<file path="src/rtl/gpio_reg_master.sv">
// Register-port initiator for the GPIO register block.
// It runs one read, write, set-bits or clear-bits transaction per command and returns one response.
module gpio_reg_master #(
  parameter int RD_LAT = 1
) (
  input  logic        clk,
  input  logic        reset,
  input  logic        cmd_valid,
  output logic        cmd_ready,
  input  logic [1:0]  cmd_op,
  input  logic [2:0]  cmd_addr,
  input  logic [3:0]  cmd_wben,
  input  logic [31:0] cmd_wdata,
  output logic        rsp_valid,
  input  logic        rsp_ready,
  output logic [31:0] rsp_rdata,
  output logic [2:0]  addr,
  output logic [3:0]  wben,
  output logic        r_wn,
  output logic [31:0] wdata,
  input  logic [31:0] rdata
);

  // A latency of 0 is treated as 1, and the 3-bit counter caps it at 7.
  localparam int LAT = (RD_LAT < 1) ? 1 : ((RD_LAT > 7) ? 7 : RD_LAT);
  localparam logic [2:0] CNT_INIT = 3'(LAT - 1);

  typedef enum logic [2:0] {IDLE, RD, WR, RMW_RD, RMW_WR, RESP} state_t;

  state_t      state_reg, state_next;
  logic [2:0]  cnt_reg, cnt_next;
  logic        clr_reg, clr_next;
  logic [3:0]  wben_lat_reg, wben_lat_next;
  logic [31:0] mask_reg, mask_next;
  logic        cmd_ready_next, rsp_valid_next, r_wn_next;
  logic [31:0] rsp_rdata_next, wdata_next;
  logic [2:0]  addr_next;
  logic [3:0]  wben_next;

  always_ff @(posedge clk or posedge reset) begin
    if (reset) begin
      state_reg    <= IDLE;
      cnt_reg      <= 3'd0;
      clr_reg      <= 1'b0;
      wben_lat_reg <= 4'd0;
      mask_reg     <= 32'd0;
      cmd_ready    <= 1'b1;
      rsp_valid    <= 1'b0;
      rsp_rdata    <= 32'd0;
      addr         <= 3'd0;
      wben         <= 4'd0;
      r_wn         <= 1'b1;
      wdata        <= 32'd0;
    end else begin
      state_reg    <= state_next;
      cnt_reg      <= cnt_next;
      clr_reg      <= clr_next;
      wben_lat_reg <= wben_lat_next;
      mask_reg     <= mask_next;
      cmd_ready    <= cmd_ready_next;
      rsp_valid    <= rsp_valid_next;
      rsp_rdata    <= rsp_rdata_next;
      addr         <= addr_next;
      wben         <= wben_next;
      r_wn         <= r_wn_next;
      wdata        <= wdata_next;
    end
  end

  always_comb begin
    state_next     = state_reg;
    cnt_next       = cnt_reg;
    clr_next       = clr_reg;
    wben_lat_next  = wben_lat_reg;
    mask_next      = mask_reg;
    cmd_ready_next = cmd_ready;
    rsp_valid_next = rsp_valid;
    rsp_rdata_next = rsp_rdata;
    addr_next      = addr;
    // The bus falls back to idle unless a write strobe is launched this cycle.
    wben_next      = 4'd0;
    r_wn_next      = 1'b1;
    wdata_next     = 32'd0;

    case (state_reg)
      IDLE: begin
        if (cmd_valid && cmd_ready) begin
          cmd_ready_next = 1'b0;
          addr_next      = cmd_addr;
          clr_next       = cmd_op[0];
          wben_lat_next  = cmd_wben;
          mask_next      = cmd_wdata;
          cnt_next       = CNT_INIT;
          case (cmd_op)
            2'b00: state_next = RD;
            2'b01: begin
              state_next = WR;
              r_wn_next  = 1'b0;
              wben_next  = cmd_wben;
              wdata_next = cmd_wdata;
            end
            default: state_next = RMW_RD;
          endcase
        end
      end
      RD: begin
        if (cnt_reg == 3'd0) begin
          rsp_rdata_next = rdata;
          rsp_valid_next = 1'b1;
          state_next     = RESP;
        end else begin
          cnt_next = cnt_reg - 3'd1;
        end
      end
      WR: begin
        rsp_rdata_next = 32'd0;
        rsp_valid_next = 1'b1;
        state_next     = RESP;
      end
      RMW_RD: begin
        if (cnt_reg == 3'd0) begin
          // The pre-modify value is parked in rsp_rdata; it becomes the response.
          rsp_rdata_next = rdata;
          r_wn_next      = 1'b0;
          wben_next      = wben_lat_reg;
          wdata_next     = clr_reg ? (rdata & ~mask_reg) : (rdata | mask_reg);
          state_next     = RMW_WR;
        end else begin
          cnt_next = cnt_reg - 3'd1;
        end
      end
      RMW_WR: begin
        rsp_valid_next = 1'b1;
        state_next     = RESP;
      end
      RESP: begin
        if (rsp_ready) begin
          rsp_valid_next = 1'b0;
          cmd_ready_next = 1'b1;
          state_next     = IDLE;
        end
      end
      default: state_next = IDLE;
    endcase
  end

endmodule

</file>
<file path="config.mk">
export PLATFORM = sky130hd
export DESIGN_NAME = gpio_reg_master
export DESIGN_NICKNAME = d
export VERILOG_FILES = /design/src/rtl/gpio_reg_master.sv
export SDC_FILE = /design/constraint.sdc
export NUM_CORES = 1
export LEC_CHECK = 0
export ABC_AREA = 1
export BUFFER_PORTS_ARGS = -buffer_cell sky130_fd_sc_hd__buf_2
export CORE_MARGIN = 4
export CORE_UTILIZATION = 30
export DETAILED_ROUTE_END_ITERATION = 16
export SETUP_SLACK_MARGIN = 0.15
export SYNTH_ARGS = -nofsm -noshare
export SYNTH_HDL_FRONTEND = slang
export SYNTH_SLANG_ARGS = --single-unit
</file>
<file path="constraint.sdc">
create_clock -name clk -period 9.5 [get_ports clk]
set_clock_uncertainty 0.15 [all_clocks]
set_input_delay 1.9 -clock clk [delete_from_list [all_inputs] [get_ports clk]]
set_output_delay 1.9 -clock clk [all_outputs]
set_load 0.01 [all_outputs]
</file>
==> results.tsv, run 1 <==
metric	value	unit
post_cts_resized	0	
max_freq	302	MHz
ys_seq_area_frac	0.605	
status	finished clean	
grt_pass1_wl	20700	um
slew_violations	0	
use_met1	0.191	
final-seq-area	2930	um^2
endpoint_kind	flop	
multi_input_area	1570	um^2
busiest_layer	met2	
synth.distinct_cells	22	
tns	0	ps
crit_fanout	45	
use_met3	0.0507	
vias	4065	
syn_inst	533	
first_pass_iters	5	
start_kind	primary input	
powerDensity	323	nW/um^2
wl_per_cell	14.4	um
layout_common_cells	nand2_1, buf_2, dfrtp_1, o21ai_0, inv_1	
gr-usage-met2	0.230	
drc	0	
setup_viol	0	
die_area	18200	um^2
cts_buffers	17	
cts_buffer_depth	2	
wl	13000	um
final_common_cell	nand2_1	
cts-root-buf	clkbuf_16	
ys.flop_type	dfrtp_1	
netlist_area	4840	um^2
drive_gt1_frac	0.278	
io_buffer_count	150	
tritoncts	built	
antenna_found_initial	0	
async_flop_share	1.00	
coreArea	15800	um^2
min_path_type	flop to flop	
crit_family	buffers and inverters	
worstSetupPathType	primary input to flop	
syn_to_final_growth	30.3	%
crit_buf_inv	3	
synth_area_leaders	dfrtp_1, nand2_1, o21ai_0, o22ai_1, nand3_1	
slowest_delay	620	ps
ir_drop	0.000154	V
crit_required	9640	ps
drtAntennaViolNets	0	
initialDrtViolationCount	207	
synth_top_area_frac	0.594	
post_cts_buffers	0	
fp.dieH	135	um
vias_per_cell	4.51	
leakage	3.32	nW
clock_latency	410	ps
max_cap_viol_count	0	
hold_violations	0	
grt_pass1_vias	4019	
htreeDepth	4	
max-slew-margin-rel	0.426	
crit_path_frequent_cell	nand2_1	
fill_cells	1615	
yosysWarnings	0	
rsz0062_at_grt	no	
nets	756	
gp_congestion	0.772	
slowest_stage	inv_2	
finalCriticalPeriod	3320	ps
synth-edff-count	0	
clock-sinks	117	
grt_max_degree	68	
synth.avg_cell_area	9.08	um^2
cts-hold-fix-buffers	0	
hpwl	8330	um
synth_nets	612	
grt-ovfl-total	0	
antenna_cells	0	
tightest_slew	860	ps
grt_usage	0.146	
initial_core_util	0.306	
synth_seq_cells	117	
cp.arrival	3450	ps
boundaryPins	151	
p_total	2.03	mW
placement_rows	46	
die_w	135	um
yosys.area.top_type	dfrtp_1	
path_clk_slew	50	ps
path_cells	buf_2 > nand2_1 > nor2_4 > buf_4 > inv_2 > nand2_1 > nand2_1 > o21ai_0	
period_share	0.349	
-- worst paths after layout --
| path | from | slack (ps) | cells after the start | to |
|---|---|---|---|---|
| max | cmd_valid | 6180 | 8 | cnt_reg[1]$_DFFE_PP0P_ |
| min | addr[0]$_DFFE_PP0P_ | 320 | 2 | addr[0]$_DFFE_PP0P_ |
| max reg2reg | state_reg[1]$_DFFE_PP0P_ | 7170 | 7 | cnt_reg[1]$_DFFE_PP0P_ |
| min reg2reg | addr[0]$_DFFE_PP0P_ | 320 | 2 | addr[0]$_DFFE_PP0P_ |
| max in group asynchronous | reset | 6460 | 3 | cnt_reg[1]$_DFFE_PP0P_ |
| min in group asynchronous | reset | 1430 | 2 | wdata[13]$_DFF_PP0_ |
-- tightest hold or removal path, cell delays in order, from the launching register on --
cell and delay, ps:
dfrtp_1 340, nand2_1 50, nand2_1 50
-- cells by family after synthesis --
family          count (synthesis)  synth area share
simple gates                  224             0.193
compound gates                111             0.126
fa+ha+maj                       2           0.00517
buf+inv                        79            0.0706
flops                         117             0.605
-- final cells by class --
type                            instances  share of cell area
Clock buffer                           23              0.0774
Clock inverter                          5              0.0119
Inverter                               50              0.0306
Multi-Input combinational cell        337               0.249
Sequential cell                       117               0.465
Tap cell                              216              0.0429
Timing Repair Buffer                  154               0.124
-- layer usage --
metal  share of wire  routed length, um  vias to the layer above
met4           0.010                136                        0
met2            0.47               6070                      124
li1                -                  -                     2022
met3           0.063                818                       11
met5               0                  0                        -
met1            0.46               5970                     1908
-- synth_stat cells, types with 2 or more instances --
master and instances:
buf_4 7, clkbuf_1 9, nor2_1 8, dfrtp_1 115, clkbuf_2 3, ha_1 2
inv_1 48, nor2_4 2, nand4_1 2, o22ai_1 36, o21ai_0 67, nand3_1 42
dfstp_2 2, o21ai_1 7, nand2_1 167, buf_2 10
-- stage by stage --
stage	instance area (um^2)	std cells	util	hold slack, ps	worst slack (ps)
2_1_floorplan	4840	533	-	308	4350
3_3_place_gp	5740	874	0.363	300	5800
3_5_place_dp	5740	874	0.363	304	5750
4_1_cts	6310	902	0.398	325	6190
5_1_grt	6310	902	0.398	343	6060
6_report	6310	902	0.398	323	6180
-- where the power goes --
part / leakage (nW) / switching, mW / internal [mW]
logic: 1.50 / 0.407 / 0.219
registers: 1.54 / 0.110 / 0.679
clock network: 0.281 / 0.214 / 0.406
total: 3.32 / 0.731 / 1.30
Note: power is estimated with default switching activity, not from simulation.
==> run 2: changes to the inputs <==
==> constraint.sdc (replaced) <==
create_clock -name clk -period 3.38 [get_ports clk]
set_clock_uncertainty 0.15 [all_clocks]
set_input_delay 0.676 -clock clk [delete_from_list [all_inputs] [get_ports clk]]
set_output_delay 0.676 -clock clk [all_outputs]
set_load 0.01 [all_outputs]
==> run 2 against run 1 <==
- routed wire length is 0.40% higher
- critical path type is now flop to flop
- critical endpoint is now wdata[29]$_DFF_PP0_
- cell count is 0.78% higher
- setup slack worse by 5000 ps
- utilization is 0.77 points higher
- flip-flop and latch count stayed put
- worst hold slack worse by 130 ps
- highest routed layer unchanged
==> results.tsv, run 2 (synthesis results as in run 1) <==
metric	value	unit	change
setup_viol	0		unchanged
seq_power_share	0.374		was 0.388
path_cells	inv_1 > nand2_2 > inv_4 > nand3_4 > o22ai_1		was buf_2 > nand2_1 > nor2_4 > buf_4 > inv_2 > nand2_1 > nand2_1 > o21ai_0
final_common_cell	nand2_1		unchanged
drtAntennaViolNets	0		unchanged
period_share	0.647		
clock-sinks	117		unchanged
tritoncts	built		unchanged
first_pass_iters	4		was 5
slowest_stage	nand3_4		was inv_2
die_area	18200	um^2	unchanged
layout_common_cells	nand2_1, buf_2, dfrtp_1, o21ai_0, inv_1		unchanged
finalCriticalPeriod	2190	ps	
clkPwrFrac	0.326		was 0.305
post_cts_buffers	0		unchanged
antenna_found_initial	0		unchanged
grt_usage	0.150		was 0.146
grt_pass1_vias	4186		was 4019
placement_rows	46		unchanged
boundaryPins	151		unchanged
swShare	0.350		was 0.359
cp.arrival	2350	ps	was 3450 ps
vias_per_cell	4.44		was 4.51
powerDensity	921	nW/um^2	was 323 nW/um^2
cts_buffers	17		unchanged
path_clk_slew	50	ps	about the same
clock_latency	410	ps	about the same
slew_violations	0		unchanged
gp_congestion	0.761		was 0.772
worstSetupPathType	flop to flop		was primary input to flop
start_kind	flop		was primary input
fin_util	0.406		was 0.398
status	finished clean		unchanged
max-slew-margin-rel	0.452		was 0.426
syn_to_final_growth	32.8	%	was 30.3%
wl	13100	um	was 13000 um
slowest_delay	510	ps	was 620 ps
coreArea	15800	um^2	unchanged
crit_required	3550	ps	was 9640 ps
grt_max_degree	59		was 68
tightest_slew	822	ps	was 860 ps
grt-ovfl-total	0		unchanged
min_path_type	primary input to async pin		was flop to flop
initialDrtViolationCount	123		was 207
crit_fanout	36		was 45
vias	4039		was 4065
final-seq-area	2930	um^2	unchanged
initial_core_util	0.306		unchanged
multi_input_area	1570	um^2	unchanged
grt_pass1_wl	21200	um	was 20700 um
fill_cells	1623		was 1615
cts-root-buf	clkbuf_16		unchanged
max_cap_viol_count	0		unchanged
p_int	3.85	mW	was 1.30 mW
post_cts_resized	0		unchanged
rsz0062_at_grt	no		unchanged
drive_gt1_frac	0.286		was 0.278
io_buffer_count	150		unchanged
htreeDepth	4		unchanged
cts_buffer_depth	2		unchanged
max_freq	457	MHz	
fp.dieH	135	um	unchanged
ir_drop	0.000345	V	was 0.000154 V
crit_family	simple AND/OR/NAND/NOR gates		was buffers and inverters
crit_buf_inv	2		was 3
wl_per_cell	14.4	um	about the same
endpoint_kind	flop		unchanged
drc	0		unchanged
combPwrFrac	0.300		was 0.308
hold_violations	0		unchanged
power.net_switching	2.07	mW	was 731 uW
antenna_cells	0		unchanged
leakage	3.37	nW	was 3.32 nW
tns	0	ps	unchanged
die_w	135	um	unchanged
cts-hold-fix-buffers	0		unchanged
hpwl	8620	um	was 8330 um
nets	759		was 756
## run 2: final cells by class
cell class	instances	area share
Clock buffer	23	0.0759
Clock inverter	9	0.0230
Inverter	50	0.0302
Multi-Input combinational cell	337	0.244
Sequential cell	117	0.456
Tap cell	216	0.0420
Timing Repair Buffer	157	0.129
## run 2: through the flow
| stage | std cells | total power, mW | setup slack, ps | hold slack [ps] | instance area, um^2 |
|---|---|---|---|---|---|
| detailed placement | 877 | 4.06 | 1160 | 313 | 5790 |
| finish | 909 | 5.92 | 1190 | 191 | 6430 |
| global route | 909 | 6.40 | 959 | 224 | 6430 |
| CTS | 909 | 6.03 | 1140 | 200 | 6430 |
| floorplan | 533 | 3.42 | 1130 | 308 | 4840 |
| global placement | 877 | 4.02 | 1200 | 312 | 5790 |
## run 2: worst paths after layout
| check | startpoint | endpoint | slack, ps | depth (start not counted) |
|---|---|---|---|---|
| worst max-delay path | state_reg[2]$_DFFE_PP0P_ | wdata[29]$_DFF_PP0_ | 1190 | 5 |
| min in group clk | rsp_valid$_DFFE_PP0P_ | rsp_valid$_DFFE_PP0P_ | 320 | 2 |
| worst min-delay path | reset | mask_reg[25]$_DFFE_PP0P_ | 190 | 2 |
| max in group asynchronous | reset | wben[3]$_DFF_PP0_ | 2050 | 3 |
| worst min register to register | rsp_valid$_DFFE_PP0P_ | rsp_valid$_DFFE_PP0P_ | 320 | 2 |
| worst max register to register | state_reg[2]$_DFFE_PP0P_ | wdata[29]$_DFF_PP0_ | 1190 | 5 |
## run 2: power by group through the flow
stage | Combinational (mW) | Clock [mW] | Sequential (mW)
finish | 1.78 | 1.93 | 2.22
global route | 2.06 | 2.05 | 2.29
CTS | 1.83 | 1.98 | 2.23
detailed placement | 1.82 | 0 | 2.23
global placement | 1.79 | 0 | 2.23
floorplan | 1.13 | 0 | 2.29
## run 2: worst register-to-register path: cells and delay by family (launching register included)
kind / cells / cell delay [ps]
AND/OR/NAND/NOR: 2 / 650
buffers and inverters: 2 / 530
flip-flops: 1 / 410
AO/OA/AOI/OAI: 1 / 350
## run 2: layer usage
layer	track usage	routed length, um
met2	0.247	6220
met5	0	0
met1	0.183	5810
met3	0.0551	865
met4	0.0487	155
